File: config.mk
export PLATFORM = sky130hd
export DESIGN_NAME = int_sequencer
export DESIGN_NICKNAME = d
export VERILOG_FILES = /design/src/rtl/int_sequencer_pkg.sv /design/src/rtl/int_ret_stack.sv /design/src/rtl/int_sequencer.sv
export SDC_FILE = /design/constraint.sdc
export NUM_CORES = 1
export LEC_CHECK = 0
export BUFFER_PORTS_ARGS = -buffer_cell sky130_fd_sc_hd__buf_4
export CORE_AREA = 2 2 72 74
export DETAILED_ROUTE_END_ITERATION = 8
export DIE_AREA = 0 0 74 76
export GPL_ROUTABILITY_DRIVEN = 0
export PLACE_DENSITY = 0.74
export SLEW_MARGIN = 10
export SYNTH_ARGS = -nofsm -noshare
export SYNTH_HDL_FRONTEND = slang
export SYNTH_SLANG_ARGS = --single-unit
File: constraint.sdc
create_clock -name clk -period 2.9 [get_ports clk]
set_input_delay 0 -clock clk [delete_from_list [all_inputs] [get_ports clk]]
set_output_delay 0 -clock clk [all_outputs]
set_load 0.05 [all_outputs]
File: src/rtl/int_sequencer_pkg.sv
// Shared definitions for the interrupt sequencer:
// FSM state encoding and return-stack entry sizing.
package int_sequencer_pkg;

  typedef enum logic [1:0] {
    IDLE   = 2'd0,
    SAVE   = 2'd1,
    VECTOR = 2'd2,
    RETURN = 2'd3
  } seqState_t;

  function automatic int entryWidth(input int pcW);
    return pcW + 1;
  endfunction

endpackage

File: src/rtl/int_ret_stack.sv
// Return-address LIFO holding {ie, pc} per nesting level.
// One operation per cycle; push wins, overflow/underflow are dropped.
module int_ret_stack
  import int_sequencer_pkg::*;
#(
  parameter int pcWidth    = 8,
  parameter int stkAddrLen = 2
) (
  input  logic                  clk,
  input  logic                  clr,
  input  logic                  push,
  input  logic                  pop,
  input  logic                  pushIe,
  input  logic [pcWidth-1:0]    pushPc,
  output logic                  topIe,
  output logic [pcWidth-1:0]    topPc,
  output logic                  full,
  output logic                  empty,
  output logic [stkAddrLen:0]   count
);

  localparam int Depth = 2 ** stkAddrLen;
  localparam int EW    = entryWidth(pcWidth);

  logic [EW-1:0]         mem [Depth];
  logic [stkAddrLen:0]   cnt;
  logic [stkAddrLen-1:0] wrIdx;
  logic [stkAddrLen-1:0] rdIdx;
  logic                  doPush;
  logic                  doPop;

  assign wrIdx  = cnt[stkAddrLen-1:0];
  assign rdIdx  = wrIdx - 1'b1;
  assign full   = (cnt == (stkAddrLen+1)'(Depth));
  assign empty  = (cnt == '0);
  assign doPush = push & ~full;
  assign doPop  = pop & ~empty & ~push;
  assign count  = cnt;

  assign {topIe, topPc} = mem[rdIdx];

  always_ff @(posedge clk) begin
    if (doPush) mem[wrIdx] <= {pushIe, pushPc};
  end

  always_ff @(posedge clk or posedge clr) begin
    if (clr)         cnt <= '0;
    else if (doPush) cnt <= cnt + 1'b1;
    else if (doPop)  cnt <= cnt - 1'b1;
  end

endmodule

File: src/rtl/int_sequencer.sv
// CPU-side interrupt entry/return sequencer for the HVPI controller.
// Saves {ie, pc} on entry, vectors to the ISR, restores on RETI.
module int_sequencer
  import int_sequencer_pkg::*;
#(
  parameter int pcWidth    = 8,
  parameter int stkAddrLen = 2
) (
  input  logic                clk,
  input  logic                clr,
  input  logic                intPending,
  input  logic [pcWidth-1:0]  isrAddr,
  input  logic                instrDone,
  input  logic [pcWidth-1:0]  retPc,
  input  logic                reti,
  input  logic                setIe,
  input  logic                clrIe,
  output logic                ldIntReg,
  output logic                clrIntReg,
  output logic                clrPend,
  output logic                intDisable,
  output logic                ldPc,
  output logic [pcWidth-1:0]  pcOut,
  output logic                stall,
  output logic                ie,
  output logic [stkAddrLen:0] depth,
  output logic                seqErr
);

  seqState_t          state, nextState;
  logic               ieQ, ieD;
  logic               errQ, errD;
  logic [pcWidth-1:0] savedPc, savedPcD;
  logic [pcWidth-1:0] pcReg;
  logic               push, pop;
  logic               topIe, full, empty;
  logic [pcWidth-1:0] topPc;

  int_ret_stack #(
    .pcWidth   (pcWidth),
    .stkAddrLen(stkAddrLen)
  ) uStack (
    .clk   (clk),
    .clr   (clr),
    .push  (push),
    .pop   (pop),
    .pushIe(ieQ),
    .pushPc(savedPc),
    .topIe (topIe),
    .topPc (topPc),
    .full  (full),
    .empty (empty),
    .count (depth)
  );

  always_ff @(posedge clk or posedge clr) begin
    if (clr) begin
      state   <= IDLE;
      ieQ     <= 1'b0;
      errQ    <= 1'b0;
      savedPc <= '0;
      pcReg   <= '0;
    end else begin
      state   <= nextState;
      ieQ     <= ieD;
      errQ    <= errD;
      savedPc <= savedPcD;
      if (ldPc) pcReg <= pcOut;
    end
  end

  always_comb begin
    nextState = state;
    ieD       = ieQ;
    errD      = errQ;
    savedPcD  = savedPc;
    push      = 1'b0;
    pop       = 1'b0;
    unique case (state)
      IDLE: begin
        if (instrDone) begin
          if (reti) begin
            nextState = RETURN;
          end else if (intPending & ~intDisable) begin
            nextState = SAVE;
            savedPcD  = retPc;
          end else if (setIe) begin
            ieD = 1'b1;
          end else if (clrIe) begin
            ieD = 1'b0;
          end
        end
      end
      SAVE: begin
        push      = 1'b1;
        ieD       = 1'b0;
        nextState = VECTOR;
      end
      VECTOR: nextState = IDLE;
      RETURN: begin
        if (empty) begin
          errD = 1'b1;
        end else begin
          pop = 1'b1;
          ieD = topIe;
        end
        nextState = IDLE;
      end
      default: nextState = IDLE;
    endcase
  end

  // The vector is frozen in the controller while SAVE/VECTOR run.
  assign ldIntReg   = ~((state == SAVE) | (state == VECTOR));
  assign clrPend    = (state == VECTOR);
  assign clrIntReg  = (state == VECTOR);
  assign ldPc       = (state == VECTOR) | ((state == RETURN) & ~empty);
  assign stall      = (state != IDLE);
  assign intDisable = ~ieQ | full | (state != IDLE);
  assign ie         = ieQ;
  assign seqErr     = errQ;

  always_comb begin
    pcOut = pcReg;
    if (state == VECTOR)   pcOut = isrAddr;
    else if (ldPc)         pcOut = topPc;
  end

endmodule

Word-level counts from Yosys, hierarchy flattened
Memories as Yosys holds them, arrays and structs flattened.
Cells that the tools add are included.
- flip-flop bits (word level): 23
- bits in latches: 0
- memory bits (writable): 36
- bits in read-only memories: 0
- output and inout bits: 19
- logic and storage cells: 66
- memories: 1
- memories (memory ; depth ; bits a word ; read ports ; clocked after memory_dff ; wr ports ; line ; text):
    uStack.mem ; 4 ; 9 ; 1 ; 0 ; 1 ; int_ret_stack.sv:25 ; logic [EW-1:0] mem [Depth];
- add/sub/neg operators: 3
- $mul: 0
- divide/modulo/power cells: 0
- $lt $le $gt $ge: 0
- equal/unequal tests: 10
- shifts and indexed selects: 0
- multiplexer cells: 20
- bitwise gates (word level): 16
- reduce and logical (&&, ||, !) cells: 10
- operator list (kind ; count):
    $mux 8 ; 2
    $mux 1 ; 11
    $ne 2x2->1 const B ; 4
    $not 1->1 ; 7
    $mux 2 ; 3
    $mux 3 ; 2
    $ne 3x3->1 const B ; 2
    $pmux 2 s3 ; 1
    $reduce_and 6->1 ; 1
    $and 1x1->1 ; 5
    $eq 2x2->1 const B ; 2
    $or 1x1->1 ; 4
    $reduce_and 2->1 ; 2
    $reduce_and 4->1 ; 1
    $reduce_bool 2->1 ; 2
    $add 3x1->3 const B ; 1
    $eq 3x3->1 const B ; 1
    $logic_not 3->1 ; 1
    $pmux 1 s3 ; 1
    $reduce_bool 3->1 ; 1
    $sub 3x1->3 const B ; 1
    $eq 2x1->1 const B ; 1
    $logic_not 2->1 ; 1
    $reduce_or 2->1 ; 1
    $sub 2x1->2 const B ; 1

Longest topological paths before layout
Gate-level depths: netlist of the first run.
- word-level depth: 9
- gate-level depth with buffers: 9

By module
Synthesis of the first run repeated with hierarchy kept, for this count alone.
- cell total of the unflattened synthesis: 186
- area total of the unflattened synthesis: 2688.8 µm²
- modules (own cells, without submodules) (module ; times used ; cells each ; area an instance (µm²) ; seq. area each (µm²)):
    int_ret_stack ; 1 ; 86 ; 1612.8 ; 1156.1
    int_sequencer ; 1 ; 100 ; 1076.0 ; 500.5

Least setup slack after synthesis of the first run
Ideal clock, no wire load.
- kind: reg2out
- start: register uStack.cnt[0], in the netlist uStack.count[0]
- end: output port pcOut[0]
- data arrival time: 2611 ps
- data required time: 2900 ps
- setup slack: 289 ps
- cell stages (with the launch flop): 9
- path buffers: 2
- cell sequence: dfrtp_1 -> buf_6 -> inv_1 -> ha_1 -> nor2b_1 -> nor2b_1 -> buf_1 -> nand2_1 -> a21oi_1
- elaborated cells between the ends (all ways): 8
- RTL lines (element ; line ; text):
    start, declared ; int_ret_stack.sv:26 ; logic [stkAddrLen:0] cnt;
    start signal, assigned ; int_ret_stack.sv:48 ; else if (doPush) cnt <= cnt + 1'b1;
    start signal, assigned ; int_ret_stack.sv:49 ; else if (doPop) cnt <= cnt - 1'b1;
    $sub 2x1->2 ; int_ret_stack.sv:33 ; assign rdIdx = wrIdx - 1'b1;
    net uStack.rdIdx[0] ; int_ret_stack.sv:28 ; logic [stkAddrLen-1:0] rdIdx;
    $mem_v2 4x9 ; n/a ;
    $mux 8 ; int_sequencer.sv:126 ; else if (ldPc) pcOut = topPc;
    $mux 8 ; int_sequencer.sv:125 ; if (state == VECTOR) pcOut = isrAddr;
    end, declared ; int_sequencer.sv:23 ; output logic [pcWidth-1:0] pcOut,
The timed path passes the listed nets, and every way through them passes these cells.

Worst setup path after layout of the first run
- start: register uStack.cnt[1], in the netlist uStack.count[1]
- end: output port pcOut[3]
- cells in the longest elaborated chain, start to end: 6
- elaborated cells between the ends (all ways): 8
- ends and longest elaborated chain (element ; line):
    branches (longest 4 deep; another with $mem_v2 4x9) ; n/a
    $mux 8 * ; int_sequencer.sv:126
    $mux 8 * ; int_sequencer.sv:125
Every way passes the cells marked *.

==> results.md, run 1 <==
- Die X: between 70 and 80 um
- Distinct cells, synth: 32
- Synth warn: 0
- Netlist Area Pre-Place: ~2600 sq um
- Max Cap Viol: 0
- DR WL/cell: about 15 um
- Reg2reg path depth: 7
- Row Count: 26
- Syn avg cell area: approximately 15 sq um
- Post-synthesis sequential area ratio: around 64%
- Vias in the first global route: roughly 1.6k
- Setup-failing EPs final: 0
- Die area: ~5600 sq um
- Total CTS buffers: 9
- Area share of fa/ha/maj cells after synthesis: around 4.6%
- Fin worst setup slack: between 0.5 and 0.6 ns
- Final Skew: 0.00591 ns
- Area grow syn2layout: 29.5%
- Worst path required time: around 2.9 ns
- Setup CP Type: reg -> out
- Synthesized flop and latch total: 59
- First-pass GRT wire length: 7440 um
- Clock transition at the registers of the reported paths: around 0.07 ns
- Post-route cell area: 3350 sq um
- Crit start category: register
- Fin crit share: about four fifths
- M3 GR Usage: 5.42%
- CTS tree: yes
- Layout Nets: around 270
- Starting DRC count in detailed routing: 83
- Total number of vias: approximately 1.6k
- Compound-Gate Fraction of Synth Area: roughly 7.6%
- Core area: around 4900 sq um
- Cells after synthesis: 175
- Clk_lat worst skew: between 0.3 and 0.4 ns
- Synth Area in XOR/XNOR: 0.338%
- WHS: a little under 0.03 ns
- Fin. max-slew vios: 0
- Combinational family with the most area after synthesis: multiplexers
- Core Util, Final: around two thirds
- Lkg Pwr: around 1.4 nW
- F_max: roughly 420 MHz
- Detailed-route DRC error count: 0
- IO buf count: 41
- Clk Tree Root Cell: clkbuf_8
- Fraction of synthesized area in multiplexers: between 10% and 20%
- Most common cell after layout, fill and taps aside: buf_4
- Grt total ovfl: 0
- R2r endpoint: state[1]
- GR Layer Usage met1: 23.9%
- Antenna cells: 0
- Die Ht: between 70 and 80 um
- HPWL Detailed: 2970 um
- Max-slew headroom: between 30% and 40%
- DP Area: 2950 sq um
- CTS Sinks: just under 60
- Slew @ Worst Pin: just over 0.9 ns
- Status: finished clean
- Setup TNS: 0 ns
- Pre-antenna DRT Iters: 4
- Critical path origin: uStack.count[1]
- Initial Util: 52.7%
- Top Usage Layer GRT: met2
- Pre-CTS setup slack: roughly 0.79 ns
- R2r startpoint: uStack.count[1]
- Setup crit end: pcOut[3]
- Synth Area in Simple Gates: ~7.6%
- Hold Fails Final Rpt: 0
- Initial antenna violation count: 0
- Hold Path Class: in -> reg
- Tmin final: around 2.4 ns
- Fraction of layout cells with a size suffix above 1: approximately 28%
- Routed Antenna Nets: 0
- Final WL: 4680 um
- CP arrival: ~2.4 ns
- Hold-fix buffers, CTS: 21
- Setup bufs post-CTS: 0
- Met2 usage: approximately 28%
- Largest net degree at the start of global routing: 24
- I/O pins: 42
- Net Count, Synth: around 210
- CP max FO: 10
- R2R Setup Slk: 0.75 ns
- H-tree depth: 3
- Peak VDD IR: 0.488 mV
- Most frequent cells in the layout: buf_4, edfxtp_1, a21oi_1
- RSZ-0062 raised after global routing: false
- Max clock buf depth: 2
- Power per cell area: roughly 1200 nW/um^2
- Gates resized, CTS repair: 0
- GRT Total Usage: 18.5%
- Worst setup EP type: output pin
- DR vias/cell: about 5.0
## registers in the layout, indices dropped and copies added, names as in the netlist
name,cells
savedPc,8
uStack.count,3
ie,1
uStack.mem,36
state,2
seqErr,1
pcReg,8
## synthesized netlist by cell type, drive strengths merged
cell type / n / share of area [%]
a211oi: 1 / 0.29
a21o: 2 / 0.58
a21oi: 26 / 5.0
a221o: 1 / 0.39
a221oi: 1 / 0.34
a31oi: 1 / 0.24
and2: 1 / 0.24
and3: 3 / 0.72
and4: 1 / 0.34
buf: 4 / 1.1
clkbuf: 3 / 0.43
dfrtp: 23 / 22
edfxtp: 36 / 42
fa: 1 / 0.77
ha: 8 / 3.9
inv: 7 / 1.0
mux2: 10 / 4.3
mux4: 9 / 9.0
nand2: 12 / 1.7
nand2b: 3 / 0.72
nand3: 1 / 0.19
nand3b: 1 / 0.29
nor2: 2 / 0.29
nor2b: 11 / 2.7
nor3: 2 / 0.39
o21ai: 4 / 0.77
xnor2: 1 / 0.34
## layout make-up
class                   count  area [sq um]
repair buffers             63           526
flip-flops and latches     59          1660
multi-input cells         102           868
well taps                  70          87.6
clock buffers              12           165
clock inverters             4          23.8
inverters                   7          26.3
fillers                   365          1560
## power breakdown
part	switching, mW	total, mW	internal, mW	leakage [nW]
registers	0.136	1.31	1.18	0.597
logic	1.26	2.01	0.746	0.659
clock network	0.308	0.685	0.376	0.102
## how the worst min path moves through the flow
stage / start / to / slack [ns] / depth (start not counted)
final: setIe / ie / 0.03 / 3
after global routing: setIe / ie / 0.03 / 3
after CTS: setIe / ie / 0.02 / 3
after detailed placement: retPc[7] / savedPc[7] / 0.24 / 2
after global placement: retPc[7] / savedPc[7] / 0.23 / 2
after floorplan: clr / ie / 0.002 / 1
## logic make-up (layout without fill, tap and decap cells)
logic type | after synthesis | count (layout)
flops | 59 | 59
mux | 19 | 19
compound gates | 36 | 36
xor+xnor | 1 | 1
simple gates | 37 | 37
fa+ha+maj | 9 | 9
buf+inv | 14 | 86
## routing by layer
metal,share of wire [%],up-vias
met5,0,-
met4,2.1,0
met3,5.4,10
li1,-,791
met1,43,744
met2,49,46
## stage by stage
| step | power [mW] | instances |
|---|---|---|
| final | 4.01 | 317 |
| after detailed placement | 3.30 | 280 |
| after global routing | 4.25 | 317 |
| after CTS | 4.03 | 317 |
| after floorplan | 2.80 | 175 |
| after global placement | 3.28 | 280 |
## worst max-delay path: stages, from the launching register on
cell      delay [ns]
dfrtp_1         0.45
inv_1           0.11
ha_1            0.19
nor2b_1         0.31
nand2b_1        0.39
a21oi_1         0.14
a21oi_1         0.20
buf_4           0.22
(Power assumes the default switching activity.)
==> run 2, diff against run 1 <==
==> constraint.sdc (replaced) <==
create_clock -name clk -period 2.25 [get_ports clk]
set_input_delay 0 -clock clk [delete_from_list [all_inputs] [get_ports clk]]
set_output_delay 0 -clock clk [all_outputs]
set_load 0.05 [all_outputs]
==> results.md, run 2 (synthesized netlist as in run 1, its figures left out) <==
- Status: finished clean
- First-pass GRT wire length: 8200 um (+10%)
- GRT Total Usage: 20.1% (+1.6 points)
- CP arrival: 2.40 ns (+0.04 ns)
- CP max FO: 6 (-4)
- Initial Util: 52.7% (unchanged)
- IO buf count: 41 (unchanged)
- H-tree depth: 3 (unchanged)
- Lkg Pwr: 1.36 nW (+0.23%)
- Hold Path End: ie
- Core Util, Final: 69.4% (+1.1 points)
- FILL cells: 321 (-12%)
- Area grow syn2layout: 31.6%
- Die Ht: 76 um (unchanged)
- Fin crit share: a little over nine tenths
- Starting DRC count in detailed routing: 100 (+20%)
- Reg2reg path depth: 7 (unchanged)
- Final Skew: 0.00988 ns (+0.00397 ns)
- Setup CP Type: reg -> reg
- Clk_lat worst skew: 0.34 ns (about the same)
- Final WL: 5210 um (+11%)
- Die area: 5620 sq um (unchanged)
- Max-slew headroom: 37.9% (-0.43 points)
- Die X: 74 um (unchanged)
- Max Cap Viol: 0 (unchanged)
- Worst path required time: 2.53 ns (-0.37 ns)
- Reg with most FFs: uStack.mem
- Largest register FFs: 36 (unchanged)
- DR vias/cell: 5.23 (+4.3%)
- R2r startpoint: uStack.count[1]
- Setup-failing EPs final: 0 (unchanged)
- I/O pins: 42 (unchanged)
- Antenna cells: 0 (unchanged)
- CTS Sinks: 59 (unchanged)
- WHS: 0.0385 ns (+0.00879 ns)
- Clock transition at the registers of the reported paths: 0.07 ns (about the same)
- Hold depth: 3 (unchanged)
- R2r endpoint: state[1]
- Fin. max-slew vios: 0 (unchanged)
- CTS tree: yes
- Peak VDD IR: 0.832 mV (+70%)
- Setup bufs post-CTS: 0 (unchanged)
- HPWL Detailed: 3470 um (+17%)
- Layout Nets: 275 (+0.36%)
- Power consumption: 5.37 mW (+34%)
- Initial antenna violation count: 0 (unchanged)
- Most frequent cells in the layout: buf_4, edfxtp_1, dlygate4sd3_1, dfrtp_1, a21oi_1
- Vias in the first global route: 1704 (+8.1%)
- Total CTS buffers: 9 (unchanged)
- Hold Fails Final Rpt: 0 (unchanged)
- Tmin final: 2.12 ns
- Grt total ovfl: 0 (unchanged)
- Most common cell after layout, fill and taps aside: buf_4
- DR WL/cell: 16.4 um (+11%)
- Crit start category: register
- Detailed-route DRC error count: 0 (unchanged)
- Hold Path Class: in -> reg
- Routed Antenna Nets: 0 (unchanged)
- Power per cell area: 1580 nW/um^2 (+32%)
- Fraction of layout cells with a size suffix above 1: 33.5% (+5.5 points)
- Slew @ Worst Pin: 0.931 ns (+0.00643 ns)
- Setup TNS: 0 ns (unchanged)
- Largest net degree at the start of global routing: 24 (unchanged)
- Total number of vias: 1664 (+4.6%)
- Min-delay src: setIe
- Core area: 4910 sq um (unchanged)
- Clk Tree Root Cell: clkbuf_8
- Top flop regs: uStack.mem (36), pcReg (8), savedPc (8)
- Row Count: 26 (unchanged)
- Worst setup EP type: register
- R2R Setup Slk: 0.13 ns (-0.62 ns)
- Pre-antenna DRT Iters: 4 (unchanged)
- Max clock buf depth: 2 (unchanged)
- F_max: ~470 MHz
-- run 2: worst max path at each step --
stage	cells after the start	start	to
floorplan	7	uStack.count[0]	ie
global route	7	state[1]	uStack.count[2]
finish	7	uStack.count[1]	state[1]
CTS	7	uStack.count[1]	pcOut[4]
global placement	6	uStack.count[1]	uStack.count[1]
detailed placement	6	uStack.count[1]	uStack.count[1]
-- run 2: layout make-up --
cell class                 instances  area (sq um)  area share [%]
clock buffer                      10           128            3.74
clock inverter                     6          56.3            1.65
inverter                           7          26.3           0.771
multi-input combinational        102           918            26.9
sequential                        59          1660            48.7
tap                               70          87.6            2.57
timing repair buffer              64           533            15.6
-- run 2: per-stage QoR --
stage | instance area [sq um] | setup WS [ns] | std cells
after floorplan | 2630 | 0.0217 | 175
after global placement | 2990 | 0.272 | 281
after detailed placement | 2990 | 0.184 | 281
after CTS | 3400 | 0.0604 | 318
after global routing | 3410 | -0.00192 | 318
final | 3410 | 0.128 | 318
-- run 2: layer usage --
layer / share of wire [%] / GRT usage [%] / vias up
met5: 0 / 0 / -
met4: 1.6 / 7.64 / 0
met3: 6.3 / 6.22 / 10
met2: 51 / 32.9 / 59
met1: 41 / 24.7 / 807
li1: - / - / 788
-- run 2: power by group --
group,total [mW],switching [mW],internal (mW)
clock network,0.909,0.407,0.501
logic,2.73,1.70,1.03
registers,1.73,0.210,1.52
-- run 2: worst max-delay path: stages, from the launching register on --
cell,delay [ns]
dfrtp_2,0.46
inv_1,0.10
ha_1,0.21
nand2_1,0.15
and4_4,0.25
a21o_1,0.17
a31oi_1,0.16
dlygate4sd3_1,0.56
-- run 2: repair_timing --
item / in CTS / in global routing
resized for setup: 3 / 3
hold buffers: 21 / 0
hold endpoints to repair: 41 / 0
endpoints found under the setup margin: 8 / 9
cloned: 0 / 0
